==> config.mk <==
export PLATFORM = sky130hd
export DESIGN_NAME = stream_concatenator
export DESIGN_NICKNAME = d
export VERILOG_FILES = /design/src/rtl/stream_concatenator.sv
export SDC_FILE = /design/constraint.sdc
export NUM_CORES = 1
export LEC_CHECK = 0
export CAP_MARGIN = 30
export CORE_MARGIN = 4
export CORE_UTILIZATION = 30
export DETAILED_ROUTE_END_ITERATION = 6
export GPL_ROUTABILITY_DRIVEN = 0
export GPL_TIMING_DRIVEN = 0
export SYNTH_ARGS = -nofsm -noshare
export SYNTH_HDL_FRONTEND = slang
export SYNTH_SLANG_ARGS = --single-unit
==> constraint.sdc <==
create_clock -name clk -period 1.45 [get_ports clk]
set_clock_uncertainty 0.05 [all_clocks]
set_input_delay 0.145 -clock clk [delete_from_list [all_inputs] [get_ports clk]]
set_output_delay 0.145 -clock clk [all_outputs]
set_load 0.005 [all_outputs]
==> src/rtl/stream_concatenator.sv <==
// Merges two ready/valid streams into one frame: exactly NUM_ELEMENTS_FIRST_INPUT
// beats from A, then B beats up to and including B's last. The output sits in a
// one-entry registered buffer that sustains one beat per cycle.
//
// Ports:
//   clk, rst                  clock, asynchronous active-low reset
//   ds_in_a/_valid/_last      stream A (last is checked only, never forwarded)
//   ds_in_a_next_data         ready to A (combinational)
//   ds_in_b/_valid/_last      stream B (last ends the frame)
//   ds_in_b_next_data         ready to B (combinational)
//   ds_out/_valid/_last       merged stream (registered)
//   ds_out_next_data          ready from sink
//   err_a_last                sticky flag: A last seen on the wrong element
module stream_concatenator #(
  parameter int unsigned WIDTH                    = 5,
  parameter int unsigned NUM_ELEMENTS_FIRST_INPUT = 5
) (
  input  logic             clk,
  input  logic             rst,
  input  logic [WIDTH-1:0] ds_in_a,
  input  logic             ds_in_a_valid,
  input  logic             ds_in_a_last,
  output logic             ds_in_a_next_data,
  input  logic [WIDTH-1:0] ds_in_b,
  input  logic             ds_in_b_valid,
  input  logic             ds_in_b_last,
  output logic             ds_in_b_next_data,
  output logic [WIDTH-1:0] ds_out,
  output logic             ds_out_valid,
  output logic             ds_out_last,
  input  logic             ds_out_next_data,
  output logic             err_a_last
);

  localparam int unsigned N     = NUM_ELEMENTS_FIRST_INPUT;
  localparam int unsigned CNT_W = $clog2(N + 1);
  localparam logic [CNT_W-1:0] CNT_LAST = CNT_W'(N - 1);

  typedef enum logic {
    S_A = 1'b0,
    S_B = 1'b1
  } state_e;

  state_e             state_q, state_d;
  logic [CNT_W-1:0]   cnt_q, cnt_d;
  logic [WIDTH-1:0]   data_q, data_d;
  logic               valid_q, valid_d;
  logic               last_q, last_d;
  logic               err_q, err_d;

  logic               space_c;
  logic               acc_a_c;
  logic               acc_b_c;
  logic               cnt_at_last_c;

  // Buffer can take a beat when empty or when the sink drains it this cycle.
  assign space_c           = !valid_q || ds_out_next_data;
  assign ds_in_a_next_data = (state_q == S_A) && space_c;
  assign ds_in_b_next_data = (state_q == S_B) && space_c;
  assign acc_a_c           = ds_in_a_valid && ds_in_a_next_data;
  assign acc_b_c           = ds_in_b_valid && ds_in_b_next_data;
  assign cnt_at_last_c     = (cnt_q == CNT_LAST);

  // Next-state: routing FSM, element counter, output buffer and error flag.
  always_comb begin
    state_d = state_q;
    cnt_d   = cnt_q;
    data_d  = data_q;
    valid_d = valid_q;
    last_d  = last_q;
    err_d   = err_q;

    if (acc_a_c) begin
      data_d  = ds_in_a;
      valid_d = 1'b1;
      last_d  = 1'b0;
      // Error is recorded only; the switch to B still happens on count.
      if (ds_in_a_last != cnt_at_last_c) begin
        err_d = 1'b1;
      end
      if (cnt_at_last_c) begin
        cnt_d   = '0;
        state_d = S_B;
      end else begin
        cnt_d = cnt_q + CNT_W'(1);
      end
    end else if (acc_b_c) begin
      data_d  = ds_in_b;
      valid_d = 1'b1;
      last_d  = ds_in_b_last;
      if (ds_in_b_last) begin
        state_d = S_A;
      end
    end else if (ds_out_next_data) begin
      // Drained with nothing new behind it; data/last keep their stale value.
      valid_d = 1'b0;
    end
  end

  // State register.
  always_ff @(posedge clk or negedge rst) begin
    if (!rst) begin
      state_q <= S_A;
      cnt_q   <= '0;
      data_q  <= '0;
      valid_q <= 1'b0;
      last_q  <= 1'b0;
      err_q   <= 1'b0;
    end else begin
      state_q <= state_d;
      cnt_q   <= cnt_d;
      data_q  <= data_d;
      valid_q <= valid_d;
      last_q  <= last_d;
      err_q   <= err_d;
    end
  end

  assign ds_out       = data_q;
  assign ds_out_valid = valid_q;
  assign ds_out_last  = last_q;
  assign err_a_last   = err_q;

endmodule

==> parameters.txt, run 1 <==
Parameter                              Value

Run status
  Run status ... completed

STA
  Normalized max-slew margin ... 62.3%
  Least setup slack across all paths after layout ... 0.0943 ns
  RSZ-0062 raised after global routing ... no
  Worst Tran Pin Value ... 0.564 ns
  Final Slew Violations ... 0
  Minimum period implied by the final worst setup slack ... 1.36 ns
  Total negative slack for setup checks ... 0 ns
  Max Clk Rate ... 738 MHz
  Number of setup violations in the final report ... 0
  Share of the clock period used by the worst path after layout ... 93.5%
  Final number of hold-violating endpoints ... 0
  Worst hold margin ... 0.177 ns

CTS
  Post-CTS Hold Buffers ... 0
  CTS tree ... yes
  Number of H-tree branching levels ... 1
  Number of buffers on the longest clock path ... 2
  Clock tree root buffer cell ... sky130_fd_sc_hd__clkbuf_4
  Total clock buffers created by CTS ... 3
  Clock latency on the worst-skew pair ... 0.27 ns
  Number of clock sinks ... 12
  Clock-pin transition on the worst setup and hold timing paths ... 0.08 ns

Synth
  Post-Syn Area per Cell ... 10.2 µm²
  Simple-gate share of the synthesized area ... 18.3%
  Number of synthesized flops with an enable pin ... 0
  Synth top area cells ... sky130_fd_sc_hd__dfrtp_1 44%, sky130_fd_sc_hd__a221oi_2 11%, sky130_fd_sc_hd__inv_1 7.1%
  Number of instances in the synthesized netlist ... 67
  Synth Area in Compound Gates ... 23.4%
  Area share of the largest cell type after synthesis ... 44.0%
  Top flip-flop cell by instance count after synthesis ... sky130_fd_sc_hd__dfrtp_1
  Fraction of synthesized cell area in xor and xnor cells ... 1.28%
  Leading cell type by number of instances after synthesis ... sky130_fd_sc_hd__inv_1
  Adder and majority gate portion of the synthesized area ... 3.66%
  Synth Net Count ... 86
  Number of storage elements in the synthesis netlist ... 12
  Number of distinct standard cells referenced by the synthesized netlist ... 25
  Post-Syn Area ... 683 µm²
  Share of synthesized flip-flops with an asynchronous set or reset ... 100%
  Most frequent cells after synthesis ... 13 x sky130_fd_sc_hd__inv_1, 12 x sky130_fd_sc_hd__dfrtp_1, 5 x sky130_fd_sc_hd__a221oi_2, 5 x sky130_fd_sc_hd__nor3_1, 4 x sky130_fd_sc_hd__o21ai_0
  Combinational family with the most area after synthesis ... compound AO/OA/AOI/OAI gates
  Synthesis warning total ... 0
  Multiplexer area fraction after synthesis ... 0%
  Sequential element share of the synthesized area ... 44.0%
  Dominant cell type by area after synthesis ... sky130_fd_sc_hd__dfrtp_1

Setup path
  Worst R2R End ... cnt_q[2]$_DFFE_PN0P_
  Cell count of the worst reg-to-reg path ... 5
  Source of the critical timing path ... ds_out_valid$_DFFE_PN0P_
  Critical Path Source Type ... flop
  Type of element capturing the critical path ... output pin
  Peak fanout along the critical path ... 2
  Worst EP arrival ... 1.16 ns
  Required time reported for the critical path endpoint ... 1.25 ns
  FF-to-FF setup slack ... 0.14 ns
  Worst Setup Path Type ... flop to output pin
  Destination of the critical timing path ... ds_in_b_next_data
  Launch point of the worst reg-to-reg path ... ds_out_valid$_DFFE_PN0P_

Finish
  Cell Count, Final, Fillers Out ... 129
  Number of inserted diodes ... 0
  Area growth syn-to-layout ... 54.0%
  Number of nets at the end of the flow ... 121
  Fraction of layout instances using a drive strength above 1 ... 24.8%
  Number of fill cells in the layout ... 211

Routing
  WL/cell ... 11.8 µm
  Number of remaining DRC errors ... 0
  DRC violation total after the first TritonRoute iteration ... 13
  Number of search-and-repair iterations in the first detailed-routing pass ... 4
  Wirelength, routed ... 1520 µm
  Count of vias placed by the detailed router ... 581
  Antenna violation net count after detailed routing ... 0
  Mean number of vias per cell ... 4.50

Global routing
  Remaining global-route overflow ... 0
  Vias in the first global route ... 597
  Largest net degree at the start of global routing ... 13
  Antenna violations before repair ... 0
  Wire length of the first global-routing pass ... 2660 µm
  Tot GR Track Use ... 10.8%

Floorplanning
  Count of pins on the block boundary ... 27
  Core Region ... 2190 µm²
  Die footprint ... 3100 µm²
  Number of rows created at floorplan ... 17
  Die extent in y ... 55.7 µm
  Die extent in x ... 55.7 µm
  Initial Util ... 31.2%

Placed design
  Cells after DPL ... 121
  Port-buffer cells ... 26
  HPWL after detailed placement ... 1160 µm
  Pre-CTS setup slack ... -0.337 ns

Run
  Maximum capacitance violations ... 0

Pwr
  Standby leakage power ... 0.000486 µW
  Peak ir drop on the vdd network ... 0.000761 V
  Power per cell area ... 1700 nW/µm²

Min path
  Class of the tightest hold or removal check ... primary input to asynchronous set/reset pin
## area by class of cell
cell class                 count  area (µm²)  share of cell area [%]
timing repair buffer          30         292                    27.7
inverter                      13        48.8                    4.64
buffer                         2        18.8                    1.78
tap                           28        35.0                    3.33
multi-input combinational     40         322                    30.6
clock buffer                   4        36.3                    3.45
sequential                    12         300                    28.5
## flip-flops by register name, indices dropped and copies added (netlist names)
| register | cells |
|---|---|
| cnt_q | 3 |
| ds_out | 5 |
| ds_out_last | 1 |
| ds_out_valid | 1 |
| err_a_last | 1 |
| state_q | 1 |
## per-layer routing
metal | vias to the layer above | track usage [%] | share of wire (%)
met2 | 22 | 16.6 | 46
met4 | 0 | 4.17 | 0.53
li1 | 297 | - | -
met3 | 2 | 5.10 | 9.4
met5 | - | 0 | 0
met1 | 260 | 13.1 | 44
## worst min-delay path by stage
stage                             end  slack, ns  depth (start not counted)
4_1_cts         ds_out[3]$_DFFE_PN0P_       0.19                          1
3_5_place_dp   err_a_last$_DFFE_PN0P_       0.41                          1
2_1_floorplan    cnt_q[0]$_DFFE_PN0P_      -0.20                          0
3_3_place_gp   err_a_last$_DFFE_PN0P_       0.39                          1
5_1_grt         ds_out[0]$_DFFE_PN0P_       0.21                          1
6_report        ds_out[3]$_DFFE_PN0P_       0.18                          1
## worst max-delay path, stage by stage, from the launching register on
cell and delay, ns:
sky130_fd_sc_hd__dfrtp_1 0.39, sky130_fd_sc_hd__buf_6 0.12, sky130_fd_sc_hd__nand2b_4 0.05, sky130_fd_sc_hd__and2_2 0.13, sky130_fd_sc_hd__clkdlybuf4s15_1 0.19
## metrics by stage
| step | utilization (%) | instance area, µm² | total power [µW] |
|---|---|---|---|
| floorplan | - | 683 | 1100 |
| CTS | 47.0 | 1030 | 1800 |
| finish | 48.0 | 1050 | 1790 |
| global route | 48.0 | 1050 | 1940 |
| global placement | 44.7 | 978 | 1470 |
| detailed placement | 44.7 | 978 | 1490 |
## power by group
group | internal [µW] | switching (µW)
Combinational | 532 | 399
Clock | 153 | 121
Sequential | 482 | 101
## placed cells by master, fill, tap and decap left out, types with 2 or more instances in the layout
cell | Yosys | final
sky130_fd_sc_hd__a221oi_2 | 5 | 5
sky130_fd_sc_hd__and2_4 | 2 | 2
sky130_fd_sc_hd__buf_4 | 2 | 4
sky130_fd_sc_hd__buf_6 | 0 | 2
sky130_fd_sc_hd__clkbuf_4 | 0 | 3
sky130_fd_sc_hd__clkdlybuf4s50_1 | 0 | 23
sky130_fd_sc_hd__dfrtp_1 | 12 | 12
sky130_fd_sc_hd__ha_1 | 2 | 2
sky130_fd_sc_hd__inv_1 | 13 | 13
sky130_fd_sc_hd__nand2_1 | 3 | 3
sky130_fd_sc_hd__nand3_1 | 2 | 2
sky130_fd_sc_hd__nor2_1 | 3 | 2
sky130_fd_sc_hd__nor3_1 | 5 | 5
sky130_fd_sc_hd__o21ai_0 | 4 | 4
## cells by family after synthesis
| group | after synthesis |
|---|---|
| flip-flops | 12 |
| XOR/XNOR | 1 |
| adder cells (fa/ha/maj) | 2 |
| AND/OR/NAND/NOR | 21 |
| AO/OA/AOI/OAI | 16 |
| buffers and inverters | 15 |
## what timing repair did
item | in CTS | in global routing
endpoints found under the setup margin | 2 | 3
setup buffers | 2 | 2
gates resized for setup | 7 | 3
hold endpoints to repair | 0 | 0
No activity file was read; power rests on OpenSTA's default activity.
==> run 2, diff against run 1 <==
--- a/config.mk
+++ b/config.mk
@@ -11,6 +11,7 @@
 export DETAILED_ROUTE_END_ITERATION = 6
 export GPL_ROUTABILITY_DRIVEN = 0
 export GPL_TIMING_DRIVEN = 0
+export RECOVER_POWER = 100
 export SYNTH_ARGS = -nofsm -noshare
 export SYNTH_HDL_FRONTEND = slang
 export SYNTH_SLANG_ARGS = --single-unit
==> constraint.sdc (replaced) <==
create_clock -name clk -period 1.38 [get_ports clk]
set_clock_uncertainty 0.05 [all_clocks]
set_input_delay 0.138 -clock clk [delete_from_list [all_inputs] [get_ports clk]]
set_output_delay 0.138 -clock clk [all_outputs]
set_load 0.005 [all_outputs]
==> run 2 against run 1 <==
Largest cell class unchanged. First-iteration DRC count is 31% lower. Via count up 1.4%. Sequential share of layout area is 1.1 points higher. Critical endpoint is now err_a_last. Non-clock buffer count shrank 1. Flip-flop and latch count is the same. Sequential power grew 6.2%. Design area fell by 3.6%. Die area unchanged. Routed wire length rose by 1.9%. Hold slack improved by 0.066 ns. Register-to-register slack got worse by 0.04 ns.
==> parameters.txt, run 2 (synthesized netlist as in run 1, its figures left out) <==
Parameter                              Value

STA
  Worst hold margin ... 0.242 ns
  Normalized max-slew margin ... 61.7%
  Max Clk Rate ... 756 MHz
  Number of setup violations in the final report ... 0
  RSZ-0062 raised after global routing ... no
  Final number of hold-violating endpoints ... 0
  Final Slew Violations ... 0
  Share of the clock period used by the worst path after layout ... 95.8%
  Worst Tran Pin Value ... 0.573 ns
  Least setup slack across all paths after layout ... 0.0576 ns
  Minimum period implied by the final worst setup slack ... 1.32 ns

CTS
  Clock latency on the worst-skew pair ... 0.27 ns
  Total clock buffers created by CTS ... 3
  CTS tree ... yes
  Clock tree root buffer cell ... sky130_fd_sc_hd__clkbuf_4
  Clock-pin transition on the worst setup and hold timing paths ... 0.08 ns
  Number of buffers on the longest clock path ... 2
  Number of clock sinks ... 12
  Post-CTS Hold Buffers ... 0
  Number of H-tree branching levels ... 1

Pwr
  Total power of the final layout ... 1820 µW
  NetSw ... 642 µW
  Clock power share ... 15.8%
  Peak ir drop on the vdd network ... 0.000785 V
  Switching portion of total power ... 35.3%
  Combinational group share of total power ... 50.1%
  Sequential share of power ... 34.1%
  Standby leakage power ... 0.000467 µW
  Cell-internal power ... 1180 µW
  Power per cell area ... 1790 nW/µm²

Finish
  Post-Route Utilization ... 46.3%
  Number of inserted diodes ... 0
  Area growth syn-to-layout ... 48.5%
  Most common cell after layout, fill and taps aside ... sky130_fd_sc_hd__clkdlybuf4s50_1
  Max reg flops ... 5
  Commonest cells after routing, fill and taps aside ... 21 x sky130_fd_sc_hd__clkdlybuf4s50_1, 13 x sky130_fd_sc_hd__inv_1, 12 x sky130_fd_sc_hd__dfrtp_1
  Number of nets at the end of the flow ... 120
  Number of fill cells in the layout ... 220
  Fraction of layout instances using a drive strength above 1 ... 23.0%
  Finished layout cell area ... 1010 µm²

Global routing
  Remaining global-route overflow ... 0
  Wire length of the first global-routing pass ... 2660 µm
  Tot GR Track Use ... 10.8%
  Antenna violations before repair ... 0
  Largest net degree at the start of global routing ... 13
  Vias in the first global route ... 592

Floorplanning
  Initial Util ... 31.2%
  Die extent in y ... 55.7 µm
  Count of pins on the block boundary ... 27
  Die footprint ... 3100 µm²
  Number of rows created at floorplan ... 17
  Die extent in x ... 55.7 µm
  Core Region ... 2190 µm²

Routing
  Wirelength, routed ... 1550 µm
  Count of vias placed by the detailed router ... 589
  Antenna violation net count after detailed routing ... 0
  WL/cell ... 12.1 µm
  Number of remaining DRC errors ... 0
  DRC violation total after the first TritonRoute iteration ... 9
  Number of search-and-repair iterations in the first detailed-routing pass ... 4
  Mean number of vias per cell ... 4.60

Setup path
  CP Cell Sequence ... clkdlybuf4s50_1
  Source of the critical timing path ... err_a_last$_DFFE_PN0P_
  Critical Path Source Type ... flop
  Number of buffers and inverters on the critical path ... 1
  Type of element capturing the critical path ... output pin
  Critical path's slowest cell ... sky130_fd_sc_hd__clkdlybuf4s50_1
  Worst EP arrival ... 1.13 ns
  Peak fanout along the critical path ... 2
  Worst Setup Path Type ... flop to output pin
  Delay-heaviest family, CP ... buffers and inverters
  Critical Path Max Stage Delay ... 0.51 ns
  Launch point of the worst reg-to-reg path ... ds_out_valid$_DFFE_PN0P_
  Required time reported for the critical path endpoint ... 1.19 ns

Placed design
  Pre-CTS setup slack ... -0.393 ns
  Port-buffer cells ... 26
  HPWL after detailed placement ... 1160 µm
  Instance area at placement ... 978 µm²

Run
  Maximum capacitance violations ... 0

Min path
  Class of the tightest hold or removal check ... primary input to asynchronous set/reset pin

Run status
  Run status ... completed
## run 2: changes by cell type in the layout (fill, tap and decap cells not counted), moves of 2 or more
cell,change
sky130_fd_sc_hd__a221oi_1,+2
sky130_fd_sc_hd__a221oi_2,-2
sky130_fd_sc_hd__clkbuf_2,+2
sky130_fd_sc_hd__clkdlybuf4s50_1,-2
## run 2: through the flow
stage               cells  TNS [ns]
global route          128         0
finish                128         0
CTS                   126         0
detailed placement    121     -1.33
global placement      121     -1.15
floorplan              67         0
## run 2: final timing paths
path / end / slack, ns / depth (start not counted)
max: err_a_last / 0.06 / 1
min: ds_out[3]$_DFFE_PN0P_ / 0.24 / 1
max reg2reg: cnt_q[2]$_DFFE_PN0P_ / 0.10 / 4
min reg2reg: err_a_last$_DFFE_PN0P_ / 0.42 / 1
max in group asynchronous: err_a_last$_DFFE_PN0P_ / 0.66 / 1
min in group clk: ds_out[4]$_DFFE_PN0P_ / 0.36 / 3
## run 2: per-layer routing
layer | track usage [%] | routed length [µm]
met1 | 12.9 | 690
met2 | 16.7 | 714
met3 | 5.10 | 146
met4 | 4.17 | 0
met5 | 0 | 0
## run 2: power by group through the flow
stage / Sequential (µW) / Clock (µW) / Combinational (µW)
after floorplan: 625 / 0 / 533
final: 620 / 287 / 911
after global routing: 642 / 322 / 1000
after global placement: 623 / 0 / 927
after CTS: 619 / 301 / 976
after detailed placement: 630 / 0 / 938
## run 2: layout make-up
cell class	count	area, µm²	area share, %
Multi-Input combinational cell	40	307	30.2
Sequential cell	12	300	29.6
Timing Repair Buffer	30	280	27.6
Inverter	13	48.8	4.81
Clock buffer	4	36.3	3.58
Tap cell	28	35.0	3.45
Buffer	1	7.51	0.740
## run 2: repair_timing
action                     CTS  global route
resized for setup           10             4
setup endpoints to repair    3             3
buffers inserted             2             2
==> run 3, diff against run 2 <==
==> constraint.sdc (replaced) <==
create_clock -name clk -period 1.3 [get_ports clk]
set_clock_uncertainty 0.05 [all_clocks]
set_input_delay 0.13 -clock clk [delete_from_list [all_inputs] [get_ports clk]]
set_output_delay 0.13 -clock clk [all_outputs]
set_load 0.005 [all_outputs]
==> run 3 against run 2 <==
Register-to-register slack worse by 0.06 ns. Clock power up 7%. Critical path depth up 3. Routed wire length up 3.8%. Sequential power up 8.1%. Flip-flop and latch count unchanged. First-iteration DRC count down 11%. Highest routed layer is now met4. Worst setup slack worse by 0.018 ns. Critical endpoint is now ds_in_b_next_data. Combinational power up 20%. Clock-buffer cell count unchanged.
==> parameters.txt, run 3 (synthesized netlist as in run 1, its figures left out) <==
Parameter                              Value

Run status
  Run status ... completed

Routing
  Number of search-and-repair iterations in the first detailed-routing pass ... 3
  Wirelength, routed ... 1610 µm
  Antenna violation net count after detailed routing ... 0
  Mean number of vias per cell ... 4.53
  Number of remaining DRC errors ... 0
  DRC violation total after the first TritonRoute iteration ... 8
  Count of vias placed by the detailed router ... 598
  WL/cell ... 12.2 µm

Setup path
  Peak fanout along the critical path ... 2
  Critical Path Source Type ... flop
  Worst R2R End ... cnt_q[2]$_DFFE_PN0P_
  Worst Setup Path Type ... flop to output pin
  Required time reported for the critical path endpoint ... 1.12 ns
  Launch point of the worst reg-to-reg path ... state_q$_DFFE_PN0P_
  FF-to-FF setup slack ... 0.04 ns
  Type of element capturing the critical path ... output pin
  Cell count of the worst reg-to-reg path ... 4
  Source of the critical timing path ... ds_out_valid$_DFFE_PN0P_
  Worst EP arrival ... 1.08 ns

Floorplanning
  Core Region ... 2190 µm²
  Die extent in y ... 55.7 µm
  Initial Util ... 31.2%
  Count of pins on the block boundary ... 27
  Die extent in x ... 55.7 µm
  Die footprint ... 3100 µm²
  Number of rows created at floorplan ... 17

Pwr
  Clock power share ... 14.8%
  Power per cell area ... 1900 nW/µm²
  Peak ir drop on the vdd network ... 0.000975 V
  Switching portion of total power ... 36.2%
  Combinational group share of total power ... 52.7%
  Sequential share of power ... 32.5%
  Cell-internal power ... 1320 µW
  Standby leakage power ... 0.000506 µW
  NetSw ... 747 µW

Finish
  Number of inserted diodes ... 0
  Commonest cells after routing, fill and taps aside ... 15 x sky130_fd_sc_hd__clkdlybuf4s50_1, 13 x sky130_fd_sc_hd__inv_1, 11 x sky130_fd_sc_hd__dfrtp_1
  Max reg flops ... 5
  Number of nets at the end of the flow ... 124
  Finished layout cell area ... 1090 µm²
  Most common cell after layout, fill and taps aside ... sky130_fd_sc_hd__clkdlybuf4s50_1
  Fraction of layout instances using a drive strength above 1 ... 32.7%
  Area growth syn-to-layout ... 59.3%

CTS
  Number of clock sinks ... 12
  Clock latency on the worst-skew pair ... 0.27 ns
  Clock tree root buffer cell ... sky130_fd_sc_hd__clkbuf_4
  Clock-pin transition on the worst setup and hold timing paths ... 0.08 ns
  Number of H-tree branching levels ... 1
  Number of buffers on the longest clock path ... 2
  CTS tree ... yes
  Post-CTS Hold Buffers ... 0
  Total clock buffers created by CTS ... 3

Placed design
  Pre-CTS setup slack ... -0.457 ns
  Instance area at placement ... 978 µm²
  Port-buffer cells ... 26
  HPWL after detailed placement ... 1160 µm

Global routing
  Wire length of the first global-routing pass ... 2730 µm
  Vias in the first global route ... 614
  Antenna violations before repair ... 0
  Tot GR Track Use ... 11.1%
  Largest net degree at the start of global routing ... 13
  Remaining global-route overflow ... 0

STA
  Final number of hold-violating endpoints ... 0
  Worst Tran Pin Value ... 0.572 ns
  Worst hold margin ... 0.233 ns
  Least setup slack across all paths after layout ... 0.0397 ns
  Total negative slack for setup checks ... 0 ns
  Minimum period implied by the final worst setup slack ... 1.26 ns
  Share of the clock period used by the worst path after layout ... 96.9%
  Number of setup violations in the final report ... 0
  Final Slew Violations ... 0
  Max Clk Rate ... 793 MHz
  Normalized max-slew margin ... 61.8%
  RSZ-0062 raised after global routing ... yes

Run
  Maximum capacitance violations ... 0

Min path
  Class of the tightest hold or removal check ... primary input to asynchronous set/reset pin
-- run 3: changes by cell type in the layout (fill, tap and decap cells not counted), sizes merged --
cell,previous run,this run
dlygate4sd2,1,8
buf,5,11
clkdlybuf4s50,21,15
clkbuf,6,4
clkdlybuf4s25,1,0
-- run 3: area by class of cell --
type	count	area [µm²]
buffer	1	7.51
clock buffer	4	36.3
fill	213	1100
inverter	13	48.8
multi-input combinational	40	345
sequential	12	302
tap	28	35.0
timing repair buffer	34	314
-- run 3: routing by layer --
metal  global-route usage (%)  part of all wire (%)  wire length [µm]  vias up
met5                        0                     0                 0        -
met4                     4.17                  0.31                 5        0
met3                     5.57                   8.4               135        2
met2                     17.2                    48               769       20
met1                     13.1                    43               700      275
li1                         -                     -                 -      301
-- run 3: repair_timing --
action,in CTS,in global routing
setup buffers,6,2
endpoints found under the setup margin,10,8
gates resized for setup,19,10
pin swaps,0,4
-- run 3: stage by stage --
stage,utilization [%],total power [µW],instances
after floorplan,-,1230,67
after global placement,44.7,1640,121
after detailed placement,44.7,1660,121
after CTS,47.8,2000,130
after global routing,49.7,2230,132
final,49.7,2060,132
-- run 3: how the worst max path moves through the flow --
| stage | to | slack [ns] | cells after the start |
|---|---|---|---|
| floorplan | cnt_q[2]$_DFFE_PN0P_ | 0.09 | 4 |
| global placement | ds_in_a_next_data | -0.44 | 5 |
| detailed placement | ds_in_a_next_data | -0.46 | 5 |
| CTS | ds_in_a_next_data | -0.07 | 3 |
| global route | ds_in_b_next_data | -0.01 | 4 |
| finish | ds_in_b_next_data | 0.04 | 4 |
-- run 3: critical path, cell delays in order (launching register included) --
cell                       delay (ns)
sky130_fd_sc_hd__dfrtp_1         0.40
sky130_fd_sc_hd__buf_6           0.13
sky130_fd_sc_hd__nand2b_4        0.06
sky130_fd_sc_hd__and2_4          0.14
sky130_fd_sc_hd__buf_6           0.08
-- run 3: power groups by stage --
stage / registers (µW) / logic (µW) / clock network [µW]
final: 670 / 1090 / 306
after global routing: 688 / 1200 / 342
after CTS: 648 / 1030 / 320
after detailed placement: 669 / 995 / 0
after global placement: 661 / 984 / 0
after floorplan: 664 / 566 / 0
